<file path="src/rtl/pc_next_unit.sv">
// Next-PC select, ALUOut register, conditional branch write and misaligned-target
// trap with EPC capture for the multicycle MIPS datapath.
module pc_next_unit #(
  parameter int               WIDTH      = 32,
  parameter logic [WIDTH-1:0] RESET_PC   = 32'h0000_0000,
  parameter logic [WIDTH-1:0] EXC_VECTOR = 32'h8000_0180
) (
  input  logic             clk,
  input  logic             rst_n,
  input  logic [WIDTH-1:0] alu_result,
  input  logic             alu_out_en,
  input  logic [1:0]       pc_src,
  input  logic [25:0]      jump_index,
  input  logic             pc_write,
  input  logic             pc_write_cond,
  input  logic             branch_ne,
  input  logic             zero,
  input  logic             exception,
  output logic [WIDTH-1:0] pc,
  output logic [WIDTH-1:0] alu_out,
  output logic [WIDTH-1:0] pc_next,
  output logic [WIDTH-1:0] epc,
  output logic             addr_err
);

  logic [WIDTH-1:0] pc_r;
  logic [WIDTH-1:0] alu_out_r;
  logic [WIDTH-1:0] epc_r;
  logic             addr_err_r;
  logic [WIDTH-1:0] pc_next_s;
  logic             take_s;
  logic             misalign_s;

  // Target select; pc_src=1 deliberately sees the registered (old) ALUOut.
  always_comb begin
    pc_next_s = alu_result;
    case (pc_src)
      2'd0:    pc_next_s = alu_result;
      2'd1:    pc_next_s = alu_out_r;
      2'd2:    pc_next_s = {pc_r[WIDTH-1:28], jump_index, 2'b00};
      2'd3:    pc_next_s = EXC_VECTOR;
      default: pc_next_s = alu_result;
    endcase
  end

  // Write decision; the exception vector itself is never treated as misaligned.
  always_comb begin
    take_s     = pc_write | (pc_write_cond & (zero ^ branch_ne));
    misalign_s = 1'b0;
    if (take_s && (pc_next_s[1:0] != 2'b00) && (pc_src != 2'd3)) begin
      misalign_s = 1'b1;
    end else begin
      misalign_s = 1'b0;
    end
  end

  // ALUOut capture, independent of the PC path.
  always_ff @(posedge clk or negedge rst_n) begin
    if (!rst_n) begin
      alu_out_r <= {WIDTH{1'b0}};
    end else if (alu_out_en) begin
      alu_out_r <= alu_result;
    end else begin
      alu_out_r <= alu_out_r;
    end
  end

  // PC / EPC / trap pulse with exception > misalign > take priority.
  always_ff @(posedge clk or negedge rst_n) begin
    if (!rst_n) begin
      pc_r       <= RESET_PC;
      epc_r      <= {WIDTH{1'b0}};
      addr_err_r <= 1'b0;
    end else if (exception) begin
      pc_r       <= EXC_VECTOR;
      epc_r      <= pc_r;
      addr_err_r <= 1'b0;
    end else if (misalign_s) begin
      pc_r       <= EXC_VECTOR;
      epc_r      <= pc_next_s;
      addr_err_r <= 1'b1;
    end else if (take_s) begin
      pc_r       <= pc_next_s;
      epc_r      <= epc_r;
      addr_err_r <= 1'b0;
    end else begin
      pc_r       <= pc_r;
      epc_r      <= epc_r;
      addr_err_r <= 1'b0;
    end
  end

  assign pc       = pc_r;
  assign alu_out  = alu_out_r;
  assign pc_next  = pc_next_s;
  assign epc      = epc_r;
  assign addr_err = addr_err_r;

endmodule

</file>
<file path="config.mk">
export PLATFORM = sky130hd
export DESIGN_NAME = pc_next_unit
export DESIGN_NICKNAME = d
export VERILOG_FILES = /design/src/rtl/pc_next_unit.sv
export SDC_FILE = /design/constraint.sdc
export NUM_CORES = 1
export LEC_CHECK = 0
export BUFFER_PORTS_ARGS = -buffer_cell sky130_fd_sc_hd__buf_2
export CAP_MARGIN = 30
export CORE_MARGIN = 2
export CORE_UTILIZATION = 40
export DETAILED_ROUTE_END_ITERATION = 7
export PLACE_DENSITY = 0.68
export SETUP_SLACK_MARGIN = 0.1
export SLEW_MARGIN = 30
export SYNTH_ARGS = -nofsm -noshare
export SYNTH_HDL_FRONTEND = slang
export SYNTH_SLANG_ARGS = --single-unit
export TNS_END_PERCENT = 10
</file>
<file path="constraint.sdc">
create_clock -name clk -period 2.5 [get_ports clk]
set_clock_uncertainty 0.2 [all_clocks]
set_input_delay 0.125 -clock clk [delete_from_list [all_inputs] [get_ports clk]]
set_output_delay 0.125 -clock clk [all_outputs]
set_load 0.02 [all_outputs]
</file>
# Yosys cells after proc, flatten, opt, wreduce, memory -nomap -nowiden
# Index checks and enable logic that the tools add are counted.
# word_totals
romBits	0
ff_bits	97
memories	0
inputBits	68
mem_bits_rw	0
latchBits	0
out_inout_bits	129
word_cells	26
# op_classes
n_mul	0
n_reduce_logical	6
eq_ne	4
n_mux	9
shift	0
bitwise	3
order_cmp	0
div	0
add_sub_neg	0
# ops
op	n
$mux 32	5
$pmux 32 s4	1
$eq 2x2->1 const B	2
$reduce_bool 2->1	2
$mux 1	3
$reduce_bool 3->1	1
$eq 2x1->1 const B	1
$logic_and 1x1->1	2
$logic_not 2->1	1
$ne 2x2->1 const B	1
$and 1x1->1	1
$or 1x1->1	1
$xor 1x1->1	1

# Depth between registers and ports, before layout
# Gate-level depths: netlist (run 1).
# depth
depth_word	8
depth_mapped	7
ltp_nobuf	4

# Least setup slack after synthesis (run 1)
# No wires, ideal clock.
# synth_timing
path_kind	flip-flop to flip-flop
from	reg alu_out_r[31], in the netlist alu_out[31]
to	reg pc_r[31], in the netlist pc[31]
path_slack_ps	832
stages_incl_launch_ff	5
n_path_buf	0
required_time_ps	2174
arrival_ps	1341
path_cell_list	dfrtp_1 -> mux2_2 -> o22a_1 -> nor4_1 -> nor2_1
# synth_via
elab_chain_cells	4
# synth_lines
element	line_no	source
start: declaration	27	logic [WIDTH-1:0] alu_out_r;
start signal: assignment	60	alu_out_r <= {WIDTH{1'b0}};
start signal: assignment	62	alu_out_r <= alu_result;
start signal: assignment	64	alu_out_r <= alu_out_r;
$pmux 32 s4	37	case (pc_src)
named net pc_next[31]	21	output logic [WIDTH-1:0] pc_next,
$mux 32	82	end else if (take_s) begin
$mux 32	78	end else if (misalign_s) begin
$mux 32	74	end else if (exception) begin
end signal: assignment	83	pc_r <= pc_next_s;
end signal: assignment	87	pc_r <= pc_r;
end: declaration	26	logic [WIDTH-1:0] pc_r;
# The timed path passes the listed nets, and every way through them passes these cells. The select of a mux whose other input is x is not followed.
# A chain may end at the register's enable or synchronous reset.

# Final worst setup path (run 1)
# layout_timing
from	in pc_write
to	reg pc_r[27], in the netlist pc[27]
# layout_via
elab_chain_cells	6
word_cells_on_any_way	7
cone_classes	mux (3); bitwise (1); reduce/logical (3)
# layout_lines
element	line_no	source
start: declaration	14	input logic pc_write,
$or 1x1->1 (*)	48	take_s = pc_write | (pc_write_cond & (zero ^ branch_ne));
$logic_and 1x1->1 (2 in a row)	50	if (take_s && (pc_next_s[1:0] != 2'b00) && (pc_src != 2'd3)) begin
$mux 1	50	
$mux 32	78	
$mux 32	74	
# Every way passes the cells marked *; elsewhere a longest branch is shown, timed or not.

==> results of run 1 <==
## flip-flops by register name, summed over array words and instances (netlist names)
signal / count
alu_out: 32
addr_err: 1
pc: 32
epc: 32
## synth_stat cells
cell,number
nor3_1,7
o21ai_0,29
nor3_4,1
mux2i_1,29
a211o_1,1
a31o_2,27
nor4_1,3
nand2b_1,1
buf_4,5
buf_2,21
o31ai_1,3
clkbuf_1,18
nand3_1,27
o2bb2ai_1,27
nand2_1,57
buf_6,1
a21o_1,1
buf_1,3
a211oi_4,1
xor2_1,1
dfrtp_1,97
a21oi_2,1
mux2_2,35
nor2b_1,3
o22a_1,3
nor3b_1,2
a21oi_1,61
nor2_1,6
## power by group through the flow
stage | Sequential (uW) | Clock, uW | Combinational (uW)
global placement | 1830 | 0 | 1050
global route | 1820 | 1500 | 1240
floorplan | 1990 | 0 | 488
finish | 1810 | 1400 | 1150
detailed placement | 1830 | 0 | 1070
CTS | 1800 | 1450 | 1140
## path summary, 6_finish.rpt
check / to / slack [ns] / cells past startpoint
setup / recovery: pc[27]$_DFFE_PN0P_ / 0.18 / 7
hold / removal: pc[3]$_DFFE_PN0P_ / 0.008 / 4
setup reg to reg: pc[27]$_DFFE_PN0P_ / 0.28 / 6
hold reg to reg: epc[12]$_DFFE_PN0P_ / 0.30 / 2
max in group asynchronous: alu_out[16]$_DFFE_PN0P_ / 1.35 / 3
min in group asynchronous: alu_out[27]$_DFFE_PN0P_ / 0.04 / 2
## metrics by stage
step | instances | power [uW]
6_report | 859 | 4360
5_1_grt | 859 | 4560
4_1_cts | 855 | 4390
3_5_place_dp | 780 | 2900
3_3_place_gp | 780 | 2870
2_1_floorplan | 471 | 2480
## cells in the final DEF (no fill, tap or decap), types with 2 or more instances in the layout
cell type	n
mux2i_1	29
nor2b_1	2
clkbuf_8	2
nor3b_1	2
dfrtp_1	97
buf_2	194
dlygate4sd3_1	60
nand3_1	27
o31ai_1	3
a31o_2	27
nor2_1	6
o2bb2ai_1	27
mux2_2	35
a21oi_1	61
nand2_1	57
nor4_1	3
nor3_1	7
clkbuf_16	9
o21ai_0	29
clkinv_2	2
buf_12	3
buf_4	16
o22a_1	3
## logic make-up after synthesis
group | synth area share
mux | 0.141
buf+inv | 0.0480
simple gates | 0.0993
xor+xnor | 0.00181
compound gates | 0.210
flops | 0.500
## area by class of cell
cell class / count / area [sq um]
Multi-Input combinational cell: 326 / 2200
Timing Repair Buffer: 274 / 1760
Sequential cell: 97 / 2430
Clock inverter: 3 / 40.0
Clock buffer: 12 / 256
Tap cell: 147 / 184
Fill cell: 1027 / 5040
## timing repair
item,4_1_cts,5_1_grt
setup endpoints to repair,0,1
setup buffers,0,4
hold buffers,60,0
hold endpoints to repair,155,0
## routing by layer
layer,vias up,global-route usage
met3,29,0.0545
met4,0,0.107
met2,195,0.381
met1,2300,0.305
li1,2211,-
met5,-,0
## worst register-to-register path: stages, from the launching register on
cell and delay [ns]:
dfrtp_1 0.42, nor2_1 0.25, a211o_1 0.19, buf_4 0.26, nand3_1 0.13, a21oi_1 0.16
dlygate4sd3_1 0.57
==> metrics, run 1 <==
status completed; metal2 WL 7280 microns; TritonCTS clock tree built; post-synth top area share 0.500; crit path max-delay cell type dlygate4sd3_1; unrepaired setup endpoints after global routing no; Syn Area/Cell 10.3 sq um; Period minus WS final 2.32 ns; largest net degree at the start of global routing 101; Final Worst Setup Slack 0.179 ns; Synth area leader dfrtp_1; gr usage total 0.237; Final Setup Violations 0; CP startpoint kind primary input; Layout area overhead 41.7%; Final nets 776; most area-consuming cells after synthesis dfrtp_1 50%, mux2_2 8.1%, a21oi_1 6.3%; cts repair resizes 0; HP Class primary input to register; Post-Place Setup Slack 0.662 ns; die width 114 microns; Final Cycle Share 0.929; Yosys cell types 28; combinational cell fraction of total power 0.263; DR vias 4735; P_sw 1370 uW; final instance area 0.00687 sq mm; I/O pin cnt 197; Port Buffers 196; cell repeated most along the worst path dlygate4sd3_1; final WL 15200 microns; CTS Buffer Depth 2; Starting Density 0.407; Die Y 114 microns; Clk pwr share 0.322; first-pass GRT wire length 24200 microns; DRC 0; Clock Tree Root clkbuf_16; Seq cells post-synth 97; Final ANT Viol Nets 0; Req. time, crit path 2.58 ns; Setup crit start pc_write; DRT Pass-1 Iters 4; CP peak stage delay 0.65 ns; slew margin rel. 0.528; antenna violations before repair 0; sw frac 0.316; total CTS buffers 9; clock-pin slew on the worst setup and hold paths 0.07 ns; Sink Count 97; Critical Path AT 2.41 ns; DR WL met3 998 microns; CP max FO 7; post-synthesis sequential area ratio 0.500; Final Wtd Congestion 0.838; Internal Power 2980 uW; Finished Core Util 0.577; clk_lat worst skew 0.34 ns; Crit. End Element register; Sequential Power Share 0.415; DRT iter0 DRCs 351; Min Hold Slack 0.00824 ns; yosys synthesis warning count 0; average wire per standard cell 17.6 microns; fmax 431 MHz; Top Layer Used met4; Sum Neg Setup Slack 0 ns; Placed Area 0.00594 sq mm; row cnt 40; Placeable Area 0.0119 sq mm; number of global-route vias before repair 4737; CP Cell Sequence dlygate4sd3_1, buf_2, a21oi_4, dlygate4sd3_1, nand2_1, a21oi_1, dlygate4sd3_1; DIE AREA 0.0130 sq mm; Syn Nets 539; worst slew pin tran 0.708 ns; vias per inst 5.51; routed length on met1 6500 microns; final max-slew violation count 0; hold_sp jump_index[1]; dpl hpwl 9490 microns; CP Class primary input to register; PD cells 634 mW/mm^2; n_diodes 0; Hold Fails Final Rpt 0; Worst path top cell family by delay buffers and inverters; Gate Count Post-Synth 471; Max Cap Viol 0; Leak Pwr 0.00328 uW; Congestion Overflow GR 0; Critical R2R Launch alu_out[0]$_DFFE_PN0P_; Synth Cell Area 0.00485 sq mm; peak supply drop 0.000368 V; H-tree levels 3; layout cell share with drive strength beyond 1 0.414; Buf/Inv on CP 4
(Power assumes the default switching activity.)
==> inputs of run 2 (changes only) <==
CORE_ASPECT_RATIO = 1.75   (was not set)
==> run 2 against run 1 <==
Combinational power hardly changed. Worst hold slack better by 0.0025 ns. Total power down 3.2%. Sequential power hardly changed. Count of clock-buffer cells in the layout unchanged. Clock power fell by 9%. Die area is 0.26% higher. Sequential share of layout area grew 0.82 points. Non-clock buffer count shrank 14. Flip-flop and latch count did not move. Largest power group unchanged. Global-route usage is 0.62 points lower.
==> metrics, run 2 (synthesized netlist as in run 1, its figures left out) <==
Max Cap Viol 0 (unchanged); slew margin rel. 0.416 (-0.111); GR Layer Usage met1 0.267 (-0.0381); DRT Pass-1 Iters 4 (unchanged); dpl hpwl 10200 microns (+7.2%); die width 87.3 microns (-24%); Post-Place Setup Slack 0.500 ns (-0.162 ns); average wire per standard cell 18.4 microns (+4.4%); Critical Path AT 2.30 ns (-0.11 ns); Final Wtd Congestion 0.887 (+5.8%); unrepaired setup endpoints after global routing no; vias per inst 5.59 (+1.4%); status completed; clk_lat worst skew 0.34 ns (about the same); Layout area overhead 38.5%; Placeable Area 0.0119 sq mm (+0.21%); Die Y 150 microns (+31%); Final Setup Violations 0 (unchanged); Starting Density 0.406 (-0.000854); final WL 15400 microns (+1.4%); n_diodes 0 (unchanged); Final nets 762 (-1.8%); Finished Core Util 0.563 (-0.0142); Sum Neg Setup Slack 0 ns (unchanged); total CTS buffers 9 (unchanged); layout cell share with drive strength beyond 1 0.417 (+0.00258); gr usage total 0.231 (-0.00622); DRT iter0 DRCs 227 (-35%); final max-slew violation count 0 (unchanged); number of global-route vias before repair 4638 (-2.1%); Final Cycle Share 0.889 (-0.0391); clock-pin slew on the worst setup and hold paths 0.07 ns (about the same); I/O pin cnt 197 (unchanged); grt met2 use 0.411 (+0.0296); antenna violations before repair 0 (unchanged); HP Class primary input to register; H-tree levels 3 (unchanged); CTS Buffer Depth 2 (unchanged); largest net degree at the start of global routing 92 (-8.9%); first-pass GRT wire length 23300 microns (-3.5%); CP max FO 25 (+18); Setup Buffers After CTS 0 (unchanged); fmax 450 MHz (+4.4%); met3 usage 0.0353 (-0.0192); peak supply drop 0.000366 V (-0.67%); TritonCTS clock tree built; CP Class primary input to register; Min Hold Slack 0.0108 ns (+0.00255 ns); DR vias 4667 (-1.4%); Congestion Overflow GR 0 (unchanged); Crit. End Element register; Clock Tree Root clkbuf_16; Sink Count 97 (unchanged); Hold Fails Final Rpt 0 (unchanged); Final ANT Viol Nets 0 (unchanged); DIE AREA 0.0131 sq mm (+0.26%); Leak Pwr 0.00320 uW (-2.3%); Req. time, crit path 2.58 ns (about the same); PD cells 628 mW/mm^2 (-0.98%); row cnt 53 (+33%); most frequent cells in the layout 195 x buf_2, 97 x dfrtp_1, 61 x a21oi_1; worst slew pin tran 0.875 ns (+0.167 ns); CP startpoint kind primary input; Final Worst Setup Slack 0.276 ns (+0.0978 ns); most used routing layer in global routing met2; Period minus WS final 2.22 ns (-0.0978 ns); Port Buffers 196 (unchanged); commonest non-fill, non-tap cell in the layout buf_2; DRC 0 (unchanged)
==> run 2: cell type report <==
class,instances,area (sq um)
Fill cell,1068,5220
Timing Repair Buffer,260,1650
Clock inverter,3,17.5
Sequential cell,97,2430
Tap cell,137,171
Multi-Input combinational cell,326,2200
Clock buffer,12,246
==> run 2: report_power, final <==
part	total [uW]	internal, uW	switching (uW)
Clock	1270	694	579
Sequential	1800	1710	95.4
Combinational	1140	440	699
Total	4220	2840	1370
==> run 2: repair_timing <==
| action | 4_1_cts | 5_1_grt |
|---|---|---|
| hold buffers | 50 | 0 |
| setup endpoints to repair | 0 | 1 |
| gates resized for setup | 0 | 1 |
| endpoints found under the hold margin | 99 | 0 |
==> run 2: critical path, stage by stage <==
cell	delay [ns]
dlygate4sd3_1	0.53
buf_2	0.16
nor3_4	0.22
a211o_2	0.26
buf_12	0.20
nand3_1	0.09
a21oi_1	0.14
dlygate4sd3_1	0.56
==> run 2: per-layer routing <==
metal  vias to the layer above  share of wire
met5                         -              0
met4                         0          0.030
met3                        32          0.049
met2                       179           0.54
met1                      2300           0.38
li1                       2156              -
==> run 2: metrics by stage <==
| stage | power, uW | instance area [sq um] | std cells |
|---|---|---|---|
| final | 4220 | 6720 | 835 |
| after floorplan | 2480 | 4850 | 471 |
| after CTS | 4240 | 6720 | 835 |
| after detailed placement | 2910 | 5950 | 770 |
| after global placement | 2880 | 5950 | 770 |
| after global routing | 4400 | 6720 | 835 |
==> run 2: worst paths after layout <==
check / startpoint / cells after the start / to / slack, ns
max: alu_result[0] / 8 / pc[11]$_DFFE_PN0P_ / 0.28
min: jump_index[2] / 4 / pc[4]$_DFFE_PN0P_ / 0.01
max reg2reg: alu_out[0]$_DFFE_PN0P_ / 6 / pc[11]$_DFFE_PN0P_ / 0.29
min reg2reg: pc[3]$_DFFE_PN0P_ / 2 / epc[3]$_DFFE_PN0P_ / 0.31
max in group asynchronous: rst_n / 3 / epc[7]$_DFFE_PN0P_ / 1.20
min in group asynchronous: rst_n / 2 / alu_out[30]$_DFFE_PN0P_ / 0.17
==> inputs of run 3 (changes only) <==
CORE_UTILIZATION = 52   (was 40)
PLACE_DENSITY = 0.85   (was 0.68)
==> run 3 against run 2 <==
Flip-flop and latch count unchanged. Clock power rose by 4%. Non-clock buffer count unchanged. Wire length increased by 1.3%. Worst setup slack lost 0.026 ns. Critical path type is now register to register. Largest power group unchanged.
==> metrics, run 3 (synthesized netlist as in run 1, its figures left out) <==
Clock Tree Root clkbuf_16; Placed Area 0.00591 sq mm (-0.65%); total CTS buffers 9 (unchanged); row cnt 46 (-13%); Min Hold Slack 0.00411 ns (-0.00667 ns); Post-Place Setup Slack 0.588 ns (+0.0872 ns); Setup crit start alu_out[0]$_DFFE_PN0P_; footprint of the multi-input gates 0.00220 sq mm (about the same); Max Cap Viol 0 (unchanged); peak supply drop 0.000474 V (+30%); Final Cycle Share 0.900 (+0.0104); Period minus WS final 2.25 ns (+0.0259 ns); Req. time, crit path 2.58 ns (about the same); Critical R2R Launch alu_out[0]$_DFFE_PN0P_; FF/Latch Area 0.00243 sq mm (unchanged); Pwr Total 4270 uW (+1.3%); DRC 0 (unchanged); PD cells 639 mW/mm^2 (+1.8%); HP Class primary input to register; CTS Buffer Depth 2 (unchanged); Final ANT Viol Nets 0 (unchanged); Sink Count 97 (unchanged); fill cell count 665 (-38%); DIE AREA 0.0102 sq mm (-22%); fmax 445 MHz (-1.2%); commonest non-fill, non-tap cell in the layout buf_2; Setup crit end pc[23]$_DFFE_PN0P_; I/O pin cnt 197 (unchanged); clock-pin slew on the worst setup and hold paths 0.06 ns (about the same); DRT iter0 DRCs 435 (+92%); layout cell share with drive strength beyond 1 0.417 (unchanged); largest net degree at the start of global routing 92 (unchanged); H-tree levels 3 (unchanged); CP startpoint kind register; slew margin rel. 0.404 (-0.0125); Worst Reg2Reg Path Length in Cells 6 (unchanged); Worst R2R End pc[23]$_DFFE_PN0P_; Crit. End Element register; Layout area overhead 37.8%; n_diodes 0 (unchanged); number of global-route vias before repair 4986 (+7.5%); Critical Path AT 2.33 ns (+0.03 ns); Final nets 762 (unchanged); die width 77.0 microns (-12%); Starting Density 0.534 (+0.127); antenna violations before repair 0 (unchanged); Congestion Overflow GR 0 (unchanged); first-pass GRT wire length 25000 microns (+7.3%); Setup Buffers After CTS 0 (unchanged); CP max FO 33 (+32%); worst slew pin tran 0.894 ns (+0.0187 ns); Final Wtd Congestion 0.819 (-7.7%); DRT Pass-1 Iters 5 (+1); Sum Neg Setup Slack 0 ns (unchanged); Final Setup Violations 0 (unchanged); Final Worst Setup Slack 0.250 ns (-0.0259 ns); dpl hpwl 9780 microns (-3.9%); most frequent cells in the layout 195 x buf_2, 97 x dfrtp_1, 61 x a21oi_1; R2R Setup Slk 0.25 ns (-0.04 ns); Placeable Area 0.00909 sq mm (-24%); gr usage total 0.311 (+0.0801); vias per inst 5.89 (+5.4%); TritonCTS clock tree built; CP Class register to register; Port Buffers 196 (unchanged); final instance area 0.00669 sq mm (-0.48%); status completed; clk_lat worst skew 0.34 ns (about the same); unrepaired setup endpoints after global routing no; final WL 15600 microns (+1.3%); DR vias 4817 (+3.2%); Die Y 132 microns (-12%); Leak Pwr 0.00321 uW (+0.13%); average wire per standard cell 19.0 microns (+3.4%); final max-slew violation count 0 (unchanged); Hold Fails Final Rpt 0 (unchanged)
## run 3: cell types whose count changed in the layout (fill, tap and decap cells not counted), sizes merged
cell	delta
buf	+1
bufinv	+1
clkbuf	-1
clkinv	+1
clkinvlp	-1
dlygate4sd3	-1
## run 3: how the worst min path moves through the flow
stage | start | end | slack [ns] | cells past startpoint
3_3_place_gp | rst_n | pc[6]$_DFFE_PN0P_ | -0.009 | 1
5_1_grt | jump_index[15] | pc[17]$_DFFE_PN0P_ | 0.01 | 4
4_1_cts | jump_index[11] | pc[13]$_DFFE_PN0P_ | 0.00003 | 4
2_1_floorplan | rst_n | addr_err$_DFF_PN0_ | -0.37 | 0
3_5_place_dp | rst_n | alu_out[5]$_DFFE_PN0P_ | -0.006 | 1
6_report | jump_index[18] | pc[20]$_DFFE_PN0P_ | 0.004 | 4
## run 3: worst max-delay path, stage by stage, from the launching register on
cell	delay, ns
dfrtp_1	0.42
nor2_1	0.29
a211o_1	0.20
buf_6	0.27
nand3_1	0.11
a21oi_1	0.16
dlygate4sd3_1	0.55
## run 3: stage by stage
step	cells	util
after floorplan	471	-
after global placement	754	0.650
after detailed placement	754	0.650
after CTS	818	0.735
after global routing	818	0.735
final	818	0.735
## run 3: area by class of cell
| type | instances | area share |
|---|---|---|
| tap | 120 | 0.0225 |
| sequential | 97 | 0.363 |
| timing repair buffer | 260 | 0.243 |
| clock buffer | 11 | 0.0348 |
| clock inverter | 4 | 0.00674 |
| multi-input combinational | 326 | 0.330 |
## run 3: repair_timing
action | CTS | global route
endpoints found under the hold margin | 99 | 0
resized for setup | 0 | 1
hold buffers | 49 | 0
endpoints found under the setup margin | 0 | 1
## run 3: metal layers
layer / routed length (microns) / track usage
met1: 5620 / 0.363
met2: 8140 / 0.528
met3: 978 / 0.0473
met4: 824 / 0.199
met5: 0 / 0
## run 3: where the power goes
group          total, uW  internal [uW]  switching, uW
logic               1140            434            710
registers           1810           1710           99.2
clock network       1320            765            554
total               4270           2910           1360
